$ cat src/rtl/branch_unit_pkg.sv
// rtl/branch_unit_pkg.sv - shared constants, state type and branch condition helper for branch_unit
//
// Contents:
//   EQ_IDX/LTS_IDX/LTU_IDX  bit positions inside the ALU comparison flag vector
//   F3_*                    RV32I conditional branch funct3 encodings
//   state_t                 IDLE / REDIRECT / FLUSH recovery states
//   branch_taken()          taken decision for a conditional branch from funct3 and ALU flags

package branch_unit_pkg;

    localparam int EQ_IDX  = 0;
    localparam int LTS_IDX = 1;
    localparam int LTU_IDX = 2;

    localparam logic [2:0] F3_BEQ  = 3'b000;
    localparam logic [2:0] F3_BNE  = 3'b001;
    localparam logic [2:0] F3_BLT  = 3'b100;
    localparam logic [2:0] F3_BGE  = 3'b101;
    localparam logic [2:0] F3_BLTU = 3'b110;
    localparam logic [2:0] F3_BGEU = 3'b111;

    typedef enum logic [1:0] {
        IDLE     = 2'd0,
        REDIRECT = 2'd1,
        FLUSH    = 2'd2
    } state_t;

    // Reserved encodings 010/011 resolve as not taken.
    function automatic logic branch_taken(input logic [2:0] funct3, input logic [2:0] flags);
        logic t;
        case (funct3)
            F3_BEQ:  t = flags[EQ_IDX];
            F3_BNE:  t = !flags[EQ_IDX];
            F3_BLT:  t = flags[LTS_IDX];
            F3_BGE:  t = !flags[LTS_IDX];
            F3_BLTU: t = flags[LTU_IDX];
            F3_BGEU: t = !flags[LTU_IDX];
            default: t = 1'b0;
        endcase
        return t;
    endfunction

endpackage

$ cat src/rtl/branch_unit_bht.sv
// rtl/branch_unit_bht.sv - branch history table of 2-bit saturating counters (module branch_bht)
//
// Ports:
//   clk, rst_n     clock, synchronous active-low reset (all counters -> 01)
//   lookup_idx     fetch-side table index
//   lookup_taken   counter[1] of the looked-up entry (combinational, pre-update value)
//   update_en      one conditional branch resolved this cycle
//   update_idx     index of the resolved branch
//   update_taken   resolved direction: increment if 1, decrement if 0, saturating

module branch_bht #(
    parameter int BHT_IDX_W = 6
) (
    input  logic                 clk,
    input  logic                 rst_n,
    input  logic [BHT_IDX_W-1:0] lookup_idx,
    output logic                 lookup_taken,
    input  logic                 update_en,
    input  logic [BHT_IDX_W-1:0] update_idx,
    input  logic                 update_taken
);

    localparam int ENTRIES = 1 << BHT_IDX_W;

    logic [1:0] ctr [ENTRIES];

    always_ff @(posedge clk) begin
        if (!rst_n) begin
            for (int i = 0; i < ENTRIES; i++) begin
                ctr[i] <= 2'b01;
            end
        end else if (update_en) begin
            if (update_taken && ctr[update_idx] != 2'b11) begin
                ctr[update_idx] <= ctr[update_idx] + 2'd1;
            end else if (!update_taken && ctr[update_idx] != 2'b00) begin
                ctr[update_idx] <= ctr[update_idx] - 2'd1;
            end
        end
    end

    // Read the array directly: a lookup in the update cycle sees the old counter.
    assign lookup_taken = ctr[lookup_idx][1];

endmodule

$ cat src/rtl/branch_unit.sv
// rtl/branch_unit.sv - execute-stage branch/jump resolution with redirect and fixed-length flush
//
// Optional feature macro: BRANCH_PREDICT_EN (adds branch_bht predictor table).
//
// Parameters:
//   FLUSH_CYCLES   cycles flush_o is held after the redirect is accepted (>=1)
//   BHT_IDX_W      log2 of predictor entries (BRANCH_PREDICT_EN only)
// Ports:
//   clk, rst_n                      clock, synchronous active-low reset
//   valid_i / ready_o               execute-stage handshake; ready_o high only in IDLE
//   is_branch_i/is_jal_i/is_jalr_i  instruction type (at most one set)
//   funct3_i, alu_branch_i          branch condition and ALU flags {LTU,LTS,EQ}
//   pc_i, imm_i, rs1_i              target operands
//   pred_taken_i                    fetch prediction for this instruction
//   redirect_valid_o/redirect_pc_o  held redirect to fetch, accepted by redirect_ready_i
//   flush_o                         kill IF/ID for FLUSH_CYCLES cycles after redirect
//   lookup_pc_i / lookup_taken_o    fetch-side prediction lookup (combinational)

module branch_unit
    import branch_unit_pkg::*;
#(
    parameter int FLUSH_CYCLES = 2,
    parameter int BHT_IDX_W    = 6
) (
    input  logic        clk,
    input  logic        rst_n,
    input  logic        valid_i,
    output logic        ready_o,
    input  logic        is_branch_i,
    input  logic        is_jal_i,
    input  logic        is_jalr_i,
    input  logic [2:0]  funct3_i,
    input  logic [2:0]  alu_branch_i,
    input  logic [31:0] pc_i,
    input  logic [31:0] imm_i,
    input  logic [31:0] rs1_i,
    input  logic        pred_taken_i,
    output logic        redirect_valid_o,
    output logic [31:0] redirect_pc_o,
    input  logic        redirect_ready_i,
    output logic        flush_o,
    input  logic [31:0] lookup_pc_i,
    output logic        lookup_taken_o
);

    localparam int CNT_W = (FLUSH_CYCLES > 1) ? $clog2(FLUSH_CYCLES) : 1;
    localparam logic [CNT_W-1:0] CNT_INIT = CNT_W'(FLUSH_CYCLES - 1);

    state_t            state;
    logic [CNT_W-1:0]  cnt;
    logic [31:0]       redirect_pc_q;

    logic              accept;
    logic              taken;
    logic              mispredict;
    logic [31:0]       target;
    logic [31:0]       next_pc;

    assign ready_o          = (state == IDLE);
    assign flush_o          = (state == FLUSH);
    assign redirect_valid_o = (state == REDIRECT);
    assign redirect_pc_o    = redirect_pc_q;

    assign accept     = valid_i && ready_o && (is_branch_i || is_jal_i || is_jalr_i);
    assign taken      = is_jal_i || is_jalr_i || (is_branch_i && branch_taken(funct3_i, alu_branch_i));
    // Fetch carries no target for JALR, so it always needs a redirect.
    assign mispredict = (taken != pred_taken_i) || is_jalr_i;
    assign target     = is_jalr_i ? ((rs1_i + imm_i) & ~32'h1) : (pc_i + imm_i);
    assign next_pc    = taken ? target : (pc_i + 32'd4);

    always_ff @(posedge clk) begin
        if (!rst_n) begin
            state         <= IDLE;
            cnt           <= '0;
            redirect_pc_q <= '0;
        end else begin
            case (state)
                IDLE: begin
                    if (accept && mispredict) begin
                        redirect_pc_q <= next_pc;
                        state         <= REDIRECT;
                    end
                end
                REDIRECT: begin
                    if (redirect_ready_i) begin
                        cnt   <= CNT_INIT;
                        state <= FLUSH;
                    end
                end
                FLUSH: begin
                    if (cnt == '0) begin
                        state <= IDLE;
                    end else begin
                        cnt <= cnt - CNT_W'(1);
                    end
                end
                default: state <= IDLE;
            endcase
        end
    end

`ifdef BRANCH_PREDICT_EN
    branch_bht #(
        .BHT_IDX_W (BHT_IDX_W)
    ) u_bht (
        .clk          (clk),
        .rst_n        (rst_n),
        .lookup_idx   (lookup_pc_i[BHT_IDX_W+1:2]),
        .lookup_taken (lookup_taken_o),
        .update_en    (accept && is_branch_i),
        .update_idx   (pc_i[BHT_IDX_W+1:2]),
        .update_taken (taken)
    );

    logic unused_lookup_bits;
    assign unused_lookup_bits = ^{lookup_pc_i[31:BHT_IDX_W+2], lookup_pc_i[1:0]};
`else
    // No table: fetch predicts not-taken everywhere.
    assign lookup_taken_o = 1'b0;

    logic unused_lookup;
    assign unused_lookup = ^{lookup_pc_i, 32'(BHT_IDX_W)};
`endif

endmodule
$ cat config.mk
export PLATFORM = sky130hd
export DESIGN_NAME = branch_unit
export DESIGN_NICKNAME = d
export VERILOG_FILES = /design/src/rtl/branch_unit_pkg.sv /design/src/rtl/branch_unit_bht.sv /design/src/rtl/branch_unit.sv
export SDC_FILE = /design/constraint.sdc
export NUM_CORES = 1
export LEC_CHECK = 0
export BUFFER_PORTS_ARGS = -buffer_cell sky130_fd_sc_hd__buf_2
export CORE_MARGIN = 8
export CORE_UTILIZATION = 58
export CTS_CLUSTER_DIAMETER = 30
export DETAILED_ROUTE_END_ITERATION = 6
export PLACE_DENSITY = 0.86
export SLEW_MARGIN = 15
export SYNTH_ARGS = -nofsm -noshare
export SYNTH_HDL_FRONTEND = slang
export SYNTH_SLANG_ARGS = --single-unit
$ cat constraint.sdc
create_clock -name clk -period 4.8 [get_ports clk]
set_input_delay 0.72 -clock clk [delete_from_list [all_inputs] [get_ports clk]]
set_output_delay 0.72 -clock clk [all_outputs]
set_load 0.02 [all_outputs]
==> metrics <==
initial cell density of the core 0.584; Finished Cell Area between 6000 and 7000 sq um; setup TNS 0 ns; Syn Std Cell Area 5900 sq um; min Tclk post-route ~3.2 ns; post-synthesis sequential area ratio 0.119; footprint of the multi-input gates 4940 sq um; vias per std cell 6.40; routed vias 6733; worst hold path type reg2reg; clock share of power 0.196; internal power roughly 0.80 mW; final hold violations 0; top cells by area, synth ha_1 13%, dfxtp_1 12%, a21oi_1 6.4%; register share of total power 0.235; die area 13600 sq um; WP data arrival about 3.4 ns; Switching Share 0.445; Worst-Skew Late Latency around 0.3 ns; Nets roughly 1100; max capacitance violation total 0; Min Hold Slack 0.453 ns; Routed Antenna Nets 0; post-cts resize count 0; DRT Pass-1 Iters 5; kind of critical path in2reg; Reg2Reg Launch Point state[1]; Max Root-Sink Buffers 2; core box area 10100 sq um; Synth area leader ha_1; Die W 117 microns; initial antenna violation count 0; Worst setup startpoint pc_i[0]; drt total wl 19.5 mm; CTS tree done; Register Area 701 sq um; top_reg_cell synth dfxtp_1; gp weighted congestion between 0.9 and 1; max frequency 315 MHz; WP data required 5.00 ns; number of flops mapped to enable cells by yosys 0; vias in the first global route 6342; FP Rows 37; port bufs 144; Placed Cells 1044; Cell Area, Placed 6620 sq um; max-slew violations 0; RSZ-0062 raised after global routing false; post-synthesis cell type count 78; Fillers slightly above 900; total grt overflow 0; most common cell after layout, fill and taps aside buf_2; Ys Warns 0; HP Start redirect_pc_o[3]; CTS buffer count 5; crit path max fanout 3; Reg clk slew, reported paths about 0.09 ns; area delta synth->final 14.2%; R2R Setup Slk 2.48 ns; drt initial violations 675; clk_skew approximately 0.0077 ns; post-synth top area share 0.132; post-layout util 0.667; slew at the pin closest to its max-slew limit 0.756 ns; first-pass GRT wire length a little over 30 mm; largest net degree at the start of global routing 33; Final setup viols 0; Comb pwr share 0.570; pre-CTS worst setup slack 1.37 ns; PnR Total Power ~1.4 mW; GRT Overall Usage 0.281; peak supply drop 0.000129 V; Psw approximately 0.64 mW; synthesized area per cell 7.41 sq um; Startpoint Class primary input; share of layout cells above drive strength 1 0.204; leakage 3.02 nW; drt wl/cell 18.5 microns; relative slew slack 0.495; clock sink total 35; Die Height 117 microns; CTS root buf clkbuf_8; fin crit share 0.660; n_diodes 0; setup ws final 1.63 ns; slowest stage delay, CP 0.43 ns; H-tree depth 2; Power Density 213 nW/um^2; Post-synth ARST share 0; outcome finished, final reports clean; Cell Chain, Critical Path buf_2 > ha_1 > fa_1 > a211oi_1 > o211ai_1 > nand3_1 > nand3_1 > a211oi_1 > mux2i_1 > o31ai_1 > a32o_1; flops & latches, synth 35; Post-CTS Setup Bufs 0; hold_buf cts 0; Crit. End Element register; Ports 178; crit path max-delay cell type fa_1; Non-Filler Instances 1052; hpwl dp 15.6 mm; drc violations 0; Syn Nets 1002; commonest cells after routing, fill and taps aside 144 x buf_2, 80 x nand2_1, 75 x a21oi_1; Post-Syn Instances 796
power groups by stage:
| stage | Combinational, mW | Sequential [mW] | Clock, mW |
|---|---|---|---|
| finish | 0.818 | 0.337 | 0.281 |
| global route | 0.891 | 0.340 | 0.294 |
| CTS | 0.801 | 0.337 | 0.280 |
| detailed placement | 0.797 | 0.343 | 0 |
| global placement | 0.786 | 0.342 | 0 |
| floorplan | 0.539 | 0.376 | 0 |
layout make-up:
type                       count  share of cell area
clock buffer                   5              0.0102
clock inverter                 3             0.00651
inverter                      15             0.00837
multi-input combinational    710               0.734
sequential                    35               0.104
tap                          136              0.0253
timing repair buffer         148               0.112
worst paths after layout:
path | end | depth (start not counted)
min | redirect_pc_o[3] | 2
min reg2reg | redirect_pc_o[3] | 2
max | redirect_pc_o[24] | 11
max reg2reg | redirect_pc_o[25] | 7
registers in the layout (all words and copies together), names as in the netlist:
name,count
cnt,1
redirect_pc_o,32
state,2
kinds of logic after synthesis:
kind of cell             synth area share
AO/OA/AOI/OAI                       0.351
AND/OR/NAND/NOR                     0.218
XOR/XNOR                            0.111
adder cells (fa/ha/maj)             0.138
buffers and inverters              0.0444
flip-flops                          0.119
multiplexers                       0.0170
other                            0.000636
critical path: cells and delay by family:
kind,cells,cell delay [ns]
AOI/OAI and AO/OA,5,1.34
adders and majority gates,2,0.66
and+or+nand+nor,2,0.31
muxes,1,0.22
buffers and inverters,1,0.11
synthesized netlist by cell type (20+ instances only):
| cell | count |
|---|---|
| nand3_1 | 21 |
| clkbuf_1 | 20 |
| dfxtp_1 | 35 |
| xor2_1 | 37 |
| nor2_1 | 60 |
| a21oi_1 | 75 |
| nand4_1 | 27 |
| nand2_1 | 80 |
| a21o_1 | 32 |
| o21ai_0 | 55 |
| xnor2_1 | 38 |
| ha_1 | 62 |
routing by layer:
metal / wire, microns / vias to the layer above / GRT usage
li1: - / 3262 / -
met1: 8400 / 3079 / 0.370
met2: 8680 / 344 / 0.447
met3: 1930 / 48 / 0.0580
met4: 459 / 0 / 0.0930
met5: 0 / - / 0
No activity file was read; power rests on OpenSTA's default activity.
